**config.mk**
```make
export PLATFORM = sky130hd
export DESIGN_NAME = lcd_control_flat
export DESIGN_NICKNAME = d
export VERILOG_FILES = /design/src/rtl/lcd_if.sv /design/src/rtl/lcd_control.sv /design/src/flat_wrapper.sv
export SDC_FILE = /design/constraint.sdc
export NUM_CORES = 1
export LEC_CHECK = 0
export CORE_MARGIN = 10
export CORE_UTILIZATION = 45
export CTS_CLUSTER_DIAMETER = 40
export DETAILED_ROUTE_END_ITERATION = 7
export PLACE_DENSITY = 0.63
export SLEW_MARGIN = 20
export SYNTH_ARGS = -nofsm -noshare
export SYNTH_HDL_FRONTEND = slang
export SYNTH_SLANG_ARGS = --single-unit
```
**constraint.sdc**
```tcl
create_clock -name Clock -period 3.97 [get_ports Clock]
set_input_delay 0.397 -clock Clock [delete_from_list [all_inputs] [get_ports Clock]]
set_output_delay 0.397 -clock Clock [all_outputs]
set_load 0.01 [all_outputs]
```
**src/rtl/lcd_if.sv**
```systemverilog
// LCD pin bundle for an HD44780-style display in 4-bit mode.
// The controller drives it (master) and the panel or a monitor observes it (slave).
interface lcd_if;
  logic       oLCD_Enabled;
  logic       oLCD_RegisterSelect;
  logic       oLCD_StrataFlashControl;
  logic       oLCD_ReadWrite;
  logic [3:0] oLCD_Data;

  modport master (
    output oLCD_Enabled,
    output oLCD_RegisterSelect,
    output oLCD_StrataFlashControl,
    output oLCD_ReadWrite,
    output oLCD_Data
  );

  modport slave (
    input oLCD_Enabled,
    input oLCD_RegisterSelect,
    input oLCD_StrataFlashControl,
    input oLCD_ReadWrite,
    input oLCD_Data
  );
endinterface

```
**src/rtl/lcd_control.sv**
```systemverilog
// Self-running HD44780 4-bit controller: power-up wait, init, config,
// then writes "Hello World" at line 1 column 0 and idles.
module lcd_control #(
  parameter int P_POWERUP    = 750000,
  parameter int P_WAIT_4100  = 205000,
  parameter int P_WAIT_100   = 5000,
  parameter int P_CMD_WAIT   = 2000,
  parameter int P_CLEAR_WAIT = 82000,
  parameter int P_NIBBLE_GAP = 50,
  parameter int P_EN_WIDTH   = 12
) (
  input  logic Clock,
  input  logic Reset,
  lcd_if.master lcd
);

  function automatic int maxOf(input int a, input int b);
    return (a > b) ? a : b;
  endfunction

  localparam int MAXW = maxOf(maxOf(P_POWERUP, P_WAIT_4100),
                              maxOf(P_CLEAR_WAIT, P_CMD_WAIT));
  localparam int CW   = maxOf(20, $clog2(MAXW + 1));

  localparam logic [CW-1:0] kPowLast   = CW'(P_POWERUP - 1);
  localparam logic [CW-1:0] k4100Last  = CW'(P_WAIT_4100 - 1);
  localparam logic [CW-1:0] k100Last   = CW'(P_WAIT_100 - 1);
  localparam logic [CW-1:0] kCmdLast   = CW'(P_CMD_WAIT - 1);
  localparam logic [CW-1:0] kClearLast = CW'(P_CLEAR_WAIT - 1);
  localparam logic [CW-1:0] kGapLast   = CW'(P_NIBBLE_GAP - 1);
  localparam logic [CW-1:0] kEnLast    = CW'(P_EN_WIDTH - 1);

  typedef enum logic [3:0] {
    sPowerup, sInit1, sInit2, sInit3, sInit4,
    sCfg, sAddr, sWrite, sDone
  } state_t;

  typedef enum logic [1:0] {
    pSetup, pStrobe, pHold
  } phase_t;

  state_t        state, stateN;
  phase_t        phase, phaseN;
  logic [CW-1:0] cnt, cntN;
  logic          hiNib, hiNibN;
  logic [3:0]    idx, idxN;

  logic          enReg, rsReg;
  logic [3:0]    dataReg;

  logic [7:0]    curByte;
  logic [CW-1:0] byteLast, initLast, waitLast;
  logic [3:0]    initNib, nibVal;
  logic          rsVal, isByte, active;

  // Byte/nibble and wait length selected by the current step
  always_comb begin
    curByte  = 8'h00;
    byteLast = kCmdLast;
    initNib  = 4'h3;
    initLast = kCmdLast;
    rsVal    = 1'b0;
    isByte   = 1'b0;
    active   = 1'b1;
    unique case (state)
      sPowerup: active = 1'b0;
      sInit1:   initLast = k4100Last;
      sInit2:   initLast = k100Last;
      sInit3:   initLast = kCmdLast;
      sInit4:   initNib  = 4'h2;
      sCfg: begin
        isByte = 1'b1;
        unique case (idx)
          4'd0:    curByte = 8'h28;
          4'd1:    curByte = 8'h06;
          4'd2:    curByte = 8'h0C;
          default: begin
            curByte  = 8'h01;
            byteLast = kClearLast;
          end
        endcase
      end
      sAddr: begin
        isByte  = 1'b1;
        curByte = 8'h80;
      end
      sWrite: begin
        isByte = 1'b1;
        rsVal  = 1'b1;
        unique case (idx)
          4'd0:    curByte = 8'h48;
          4'd1:    curByte = 8'h65;
          4'd2:    curByte = 8'h6C;
          4'd3:    curByte = 8'h6C;
          4'd4:    curByte = 8'h6F;
          4'd5:    curByte = 8'h20;
          4'd6:    curByte = 8'h57;
          4'd7:    curByte = 8'h6F;
          4'd8:    curByte = 8'h72;
          4'd9:    curByte = 8'h6C;
          default: curByte = 8'h64;
        endcase
      end
      default: active = 1'b0;
    endcase
    nibVal   = isByte ? (hiNib ? curByte[7:4] : curByte[3:0]) : initNib;
    waitLast = isByte ? (hiNib ? kGapLast : byteLast) : initLast;
  end

  // Next state: step sequencing plus setup/strobe/hold of each nibble
  always_comb begin
    stateN = state;
    phaseN = phase;
    cntN   = cnt + 1'b1;
    hiNibN = hiNib;
    idxN   = idx;
    unique case (state)
      sPowerup: begin
        if (cnt == kPowLast) begin
          stateN = sInit1;
          phaseN = pSetup;
          cntN   = '0;
        end
      end
      sDone: cntN = '0;
      default: begin
        unique case (phase)
          pSetup: begin
            phaseN = pStrobe;
            cntN   = '0;
          end
          pStrobe: begin
            if (cnt == kEnLast) begin
              phaseN = pHold;
              cntN   = '0;
            end
          end
          default: begin
            if (cnt == waitLast) begin
              phaseN = pSetup;
              cntN   = '0;
              if (isByte && hiNib) begin
                hiNibN = 1'b0;
              end else begin
                hiNibN = 1'b1;
                unique case (state)
                  sInit1: stateN = sInit2;
                  sInit2: stateN = sInit3;
                  sInit3: stateN = sInit4;
                  sInit4: begin
                    stateN = sCfg;
                    idxN   = 4'd0;
                  end
                  sCfg: begin
                    if (idx == 4'd3) stateN = sAddr;
                    else             idxN   = idx + 4'd1;
                  end
                  sAddr: begin
                    stateN = sWrite;
                    idxN   = 4'd0;
                  end
                  default: begin
                    if (idx == 4'd10) stateN = sDone;
                    else              idxN   = idx + 4'd1;
                  end
                endcase
              end
            end
          end
        endcase
      end
    endcase
  end

  // Sequencer state and counters
  always_ff @(posedge Clock or posedge Reset) begin
    if (Reset) begin
      state <= sPowerup;
      phase <= pSetup;
      cnt   <= '0;
      hiNib <= 1'b1;
      idx   <= 4'd0;
    end else begin
      state <= stateN;
      phase <= phaseN;
      cnt   <= cntN;
      hiNib <= hiNibN;
      idx   <= idxN;
    end
  end

  // Registered pin drive, one cycle behind the sequencer
  always_ff @(posedge Clock or posedge Reset) begin
    if (Reset) begin
      enReg   <= 1'b0;
      rsReg   <= 1'b0;
      dataReg <= 4'h0;
    end else begin
      enReg   <= active && (phase == pStrobe);
      rsReg   <= active && rsVal;
      dataReg <= active ? nibVal : 4'h0;
    end
  end

  assign lcd.oLCD_Enabled            = enReg;
  assign lcd.oLCD_RegisterSelect     = rsReg;
  assign lcd.oLCD_Data               = dataReg;
  assign lcd.oLCD_ReadWrite          = 1'b0;
  assign lcd.oLCD_StrataFlashControl = 1'b1;

endmodule

```
**src/flat_wrapper.sv**
```systemverilog
// flat-port wrapper written by rule: the top's interface ports become plain ports
module lcd_control_flat 
#(
  parameter int P_POWERUP    = 750000,
  parameter int P_WAIT_4100  = 205000,
  parameter int P_WAIT_100   = 5000,
  parameter int P_CMD_WAIT   = 2000,
  parameter int P_CLEAR_WAIT = 82000,
  parameter int P_NIBBLE_GAP = 50,
  parameter int P_EN_WIDTH   = 12
)
  (Clock, Reset, lcd_oLCD_Enabled, lcd_oLCD_RegisterSelect, lcd_oLCD_StrataFlashControl, lcd_oLCD_ReadWrite, lcd_oLCD_Data);
  lcd_if lcd_i ();
  input  logic Clock;
  input  logic Reset;
  output wire logic [$bits(lcd_i.oLCD_Enabled)-1:0] lcd_oLCD_Enabled;
  output wire logic [$bits(lcd_i.oLCD_RegisterSelect)-1:0] lcd_oLCD_RegisterSelect;
  output wire logic [$bits(lcd_i.oLCD_StrataFlashControl)-1:0] lcd_oLCD_StrataFlashControl;
  output wire logic [$bits(lcd_i.oLCD_ReadWrite)-1:0] lcd_oLCD_ReadWrite;
  output wire logic [$bits(lcd_i.oLCD_Data)-1:0] lcd_oLCD_Data;
  assign lcd_oLCD_Enabled = lcd_i.oLCD_Enabled;
  assign lcd_oLCD_RegisterSelect = lcd_i.oLCD_RegisterSelect;
  assign lcd_oLCD_StrataFlashControl = lcd_i.oLCD_StrataFlashControl;
  assign lcd_oLCD_ReadWrite = lcd_i.oLCD_ReadWrite;
  assign lcd_oLCD_Data = lcd_i.oLCD_Data;
  lcd_control #(.P_POWERUP(P_POWERUP), .P_WAIT_4100(P_WAIT_4100), .P_WAIT_100(P_WAIT_100), .P_CMD_WAIT(P_CMD_WAIT), .P_CLEAR_WAIT(P_CLEAR_WAIT), .P_NIBBLE_GAP(P_NIBBLE_GAP), .P_EN_WIDTH(P_EN_WIDTH)) u_core (.Clock(Clock), .Reset(Reset), .lcd(lcd_i));
endmodule
```
==> qor.csv <==
stage,metric,value,unit
outcome,status,completed,
power,powerDensity,242,nW/um^2
setup_path,cp-start-kind,flip-flop,
die,fp-row-count,27,
cts,hold_buffers,0,
detailed_routing,viasPerCell,5.94,
power,total_power,0.000654,W
die,initial_core_util,46.0,%
timing,period_needed,3400,ps
cts,post_cts.repair.setup_buffers,0,
setup_path,reg2reg_depth,9,
setup_path,reg2reg_to,u_core.idx[0],
cts,postCtsResizedCells,0,
setup_path,crit_path_max_fanout,14,
yosys,ys_warn_count,0,
layout,drive_gt1_share,7.02,%
detailed_routing,drtAntennaViolNets,0,
die,coreArea,5440,um^2
power,p_leak,1.06,nW
yosys,synth_seq_cells,37,
placement,dpl.hpwl,4070,um
timing,tightest_slew,518,ps
cts,cts_buffers,5,
timing,skew,2.92,ps
detailed_routing,vias,2121,
timing,slew_headroom,65.3,%
die,die-area,8940,um^2
hold_path,hp-class,in -> async,
placement,io_buffer_count,7,
setup_path,r2r_start,u_core.idx[0],
layout,nNetsFinal,295,
timing,setup_viol,0,
layout,area_growth,8.00,%
yosys,synthCells,289,
timing,timing.fmax,294,MHz
global_route,antenna_found_initial,0,
setup_path,criticalPathCategory,reg -> reg,
yosys,syn-cell-area,2500,um^2
global_route,grt.total_usage,13.2,%
detailed_routing,drt-total-wl,5650,um
run,maxCapViolations,0,
yosys,synth_cell_type_count,60,
detailed_routing,drtIter0Drc,254,
layout,fillers,512,
detailed_routing,drt_pass1_iterations,4,
cts,clk-insertion-delay-late,290,ps
layout,layout_commonest_cell,dfrtp_1,
setup_path,crit_required,4150,ps
layout,layout_common_cells,"36 x dfrtp_1, 28 x nor2_1, 21 x nor3_1, 18 x nand2_1, 10 x xnor2_1",
setup_path,rrSetupSlack,570,ps
layout,antenna_cells,0,
yosys,syn_area_per_cell,8.65,um^2
cts,clkTransAtPathRegs,70,ps
timing,tns,0,ps
cts,tritoncts,built,
cts,root_buffer,clkbuf_8,
yosys,yosys_most_used_dff,dfrtp_1,
cts,htree_num_levels,2,
timing,rsz0062_at_grt,false,
global_route,grt_max_degree,38,
placement,placed_cells,350,
detailed_routing,drt-wirelength-per-cell,15.8,um
timing,slew_viol_final,0,
die,fp.dieW,94.6,um
global_route,grt_overflow,0,
timing,finalHoldViolCount,0,
detailed_routing,drc,0,
yosys,ys_seq_area_share,37.1,%
layout,instances_no_fill,357,
setup_path,crit_arrival,3580,ps
yosys,async_flop_share,100,%
cts,cts_sinks,37,
yosys,syn_nets,299,
yosys,synth_edf_count,0,
power,worst_ir_drop_vdd,0.000163,V
die,die_y,94.6,um
placement,gp_congestion,0.895,
die,pin_count,10,
timing,post-route-period-util,85.8,%
global_route,grt_pass1_wl,9620,um
cts,cts_max_path_buffers,2,
setup_path,crit_path_end_kind,flip-flop,
layout,utilization,49.7,%
global_route,grt_pass1_vias,1905,
metal layers:
layer	track usage [%]	share of wire (%)
met1	19.0	49
met2	18.5	44
met3	3.17	5.7
met4	4.86	1.7
met5	0	0
cells by family after synthesis:
| kind of cell | share of synthesized area, % |
|---|---|
| AO/OA/AOI/OAI | 17.0 |
| XOR/XNOR | 5.25 |
| adder cells (fa/ha/maj) | 4.40 |
| buffers and inverters | 4.95 |
| flip-flops | 37.1 |
| multiplexers | 1.70 |
| other | 0.300 |
| AND/OR/NAND/NOR | 29.3 |
power by group:
group | switching (W) | internal (W)
logic | 0.00000806 | 0.00000158
registers | 0 | 0.000377
clock network | 0.000130 | 0.000138
total | 0.000138 | 0.000516
layout make-up:
cell class                 instances  area, um^2  share of cell area, %
clock buffer                       7        86.3                   3.20
sequential                        37         927                   34.3
multi-input combinational        221        1460                   53.9
inverter                           7        26.3                  0.973
timing repair buffer              13         115                   4.26
tap                               72        90.1                   3.33
synthesized netlist by cell type (all sizes together) (2+ instances only):
master	count	area share, %
o21ai	9	1.8
a311o	2	0.80
clkbuf	22	3.3
ha	8	4.0
buf	2	0.60
or4	2	0.75
nor2	28	4.2
inv	6	0.90
nand4b	2	0.70
nand2b	7	1.8
nand4	6	1.5
a211oi	2	0.60
o41ai	5	1.8
nand2	18	2.7
or3	5	1.5
o31ai	6	1.8
and3b	2	0.70
mux2i	2	0.80
a221oi	2	0.70
conb	2	0.30
mux2	2	0.90
nor3b	2	0.60
nor4b	4	1.4
nor4	8	2.0
a21oi	8	1.6
xor2	5	1.8
nor3	21	4.2
nor2b	6	1.5
a211o	3	1.1
nand3b	5	1.5
dfrtp	36	36
xnor2	10	3.5
nand3	7	1.4
o211ai	3	0.90
and3	6	1.5
a31oi	3	0.75
flip-flops by register name, summed over array words and instances, names as in the netlist:
| name | cells |
|---|---|
| u_core.idx | 4 |
| u_core.lcd.oLCD_Data | 4 |
| u_core.state | 4 |
| u_core.lcd.oLCD_RegisterSelect | 1 |
| u_core.hiNib | 1 |
| u_core.phase | 2 |
| u_core.lcd.oLCD_Enabled | 1 |
| u_core.cnt | 20 |
through the flow:
step                      hold slack, ps  instance area [um^2]  setup slack [ps]
after floorplan                      473                  2500               810
after global placement               531                  2620               630
after detailed placement             534                  2620               586
after CTS                            537                  2700               573
after global routing                 574                  2700               297
final                                515                  2700               566
worst max-delay path by stage:
stage,start,to,slack (ps),depth (start not counted)
finish,u_core.idx[0],u_core.idx[0],570,9
detailed placement,u_core.idx[0],u_core.idx[0],590,9
global route,u_core.idx[0],u_core.idx[3],300,9
floorplan,u_core.cnt[18],u_core.state[2],810,7
CTS,u_core.idx[0],u_core.idx[0],570,9
global placement,u_core.idx[0],u_core.idx[0],630,9
worst max-delay path: stages (launching register included):
cell and delay [ps]:
dfrtp_1 420, inv_1 140, ha_1 270, or3_1 380, a211oi_1 410, o211ai_1 130, a311o_1 370, a211o_1 400
or3_1 500, mux2_2 290
Power figures use the tool's default switching activity.
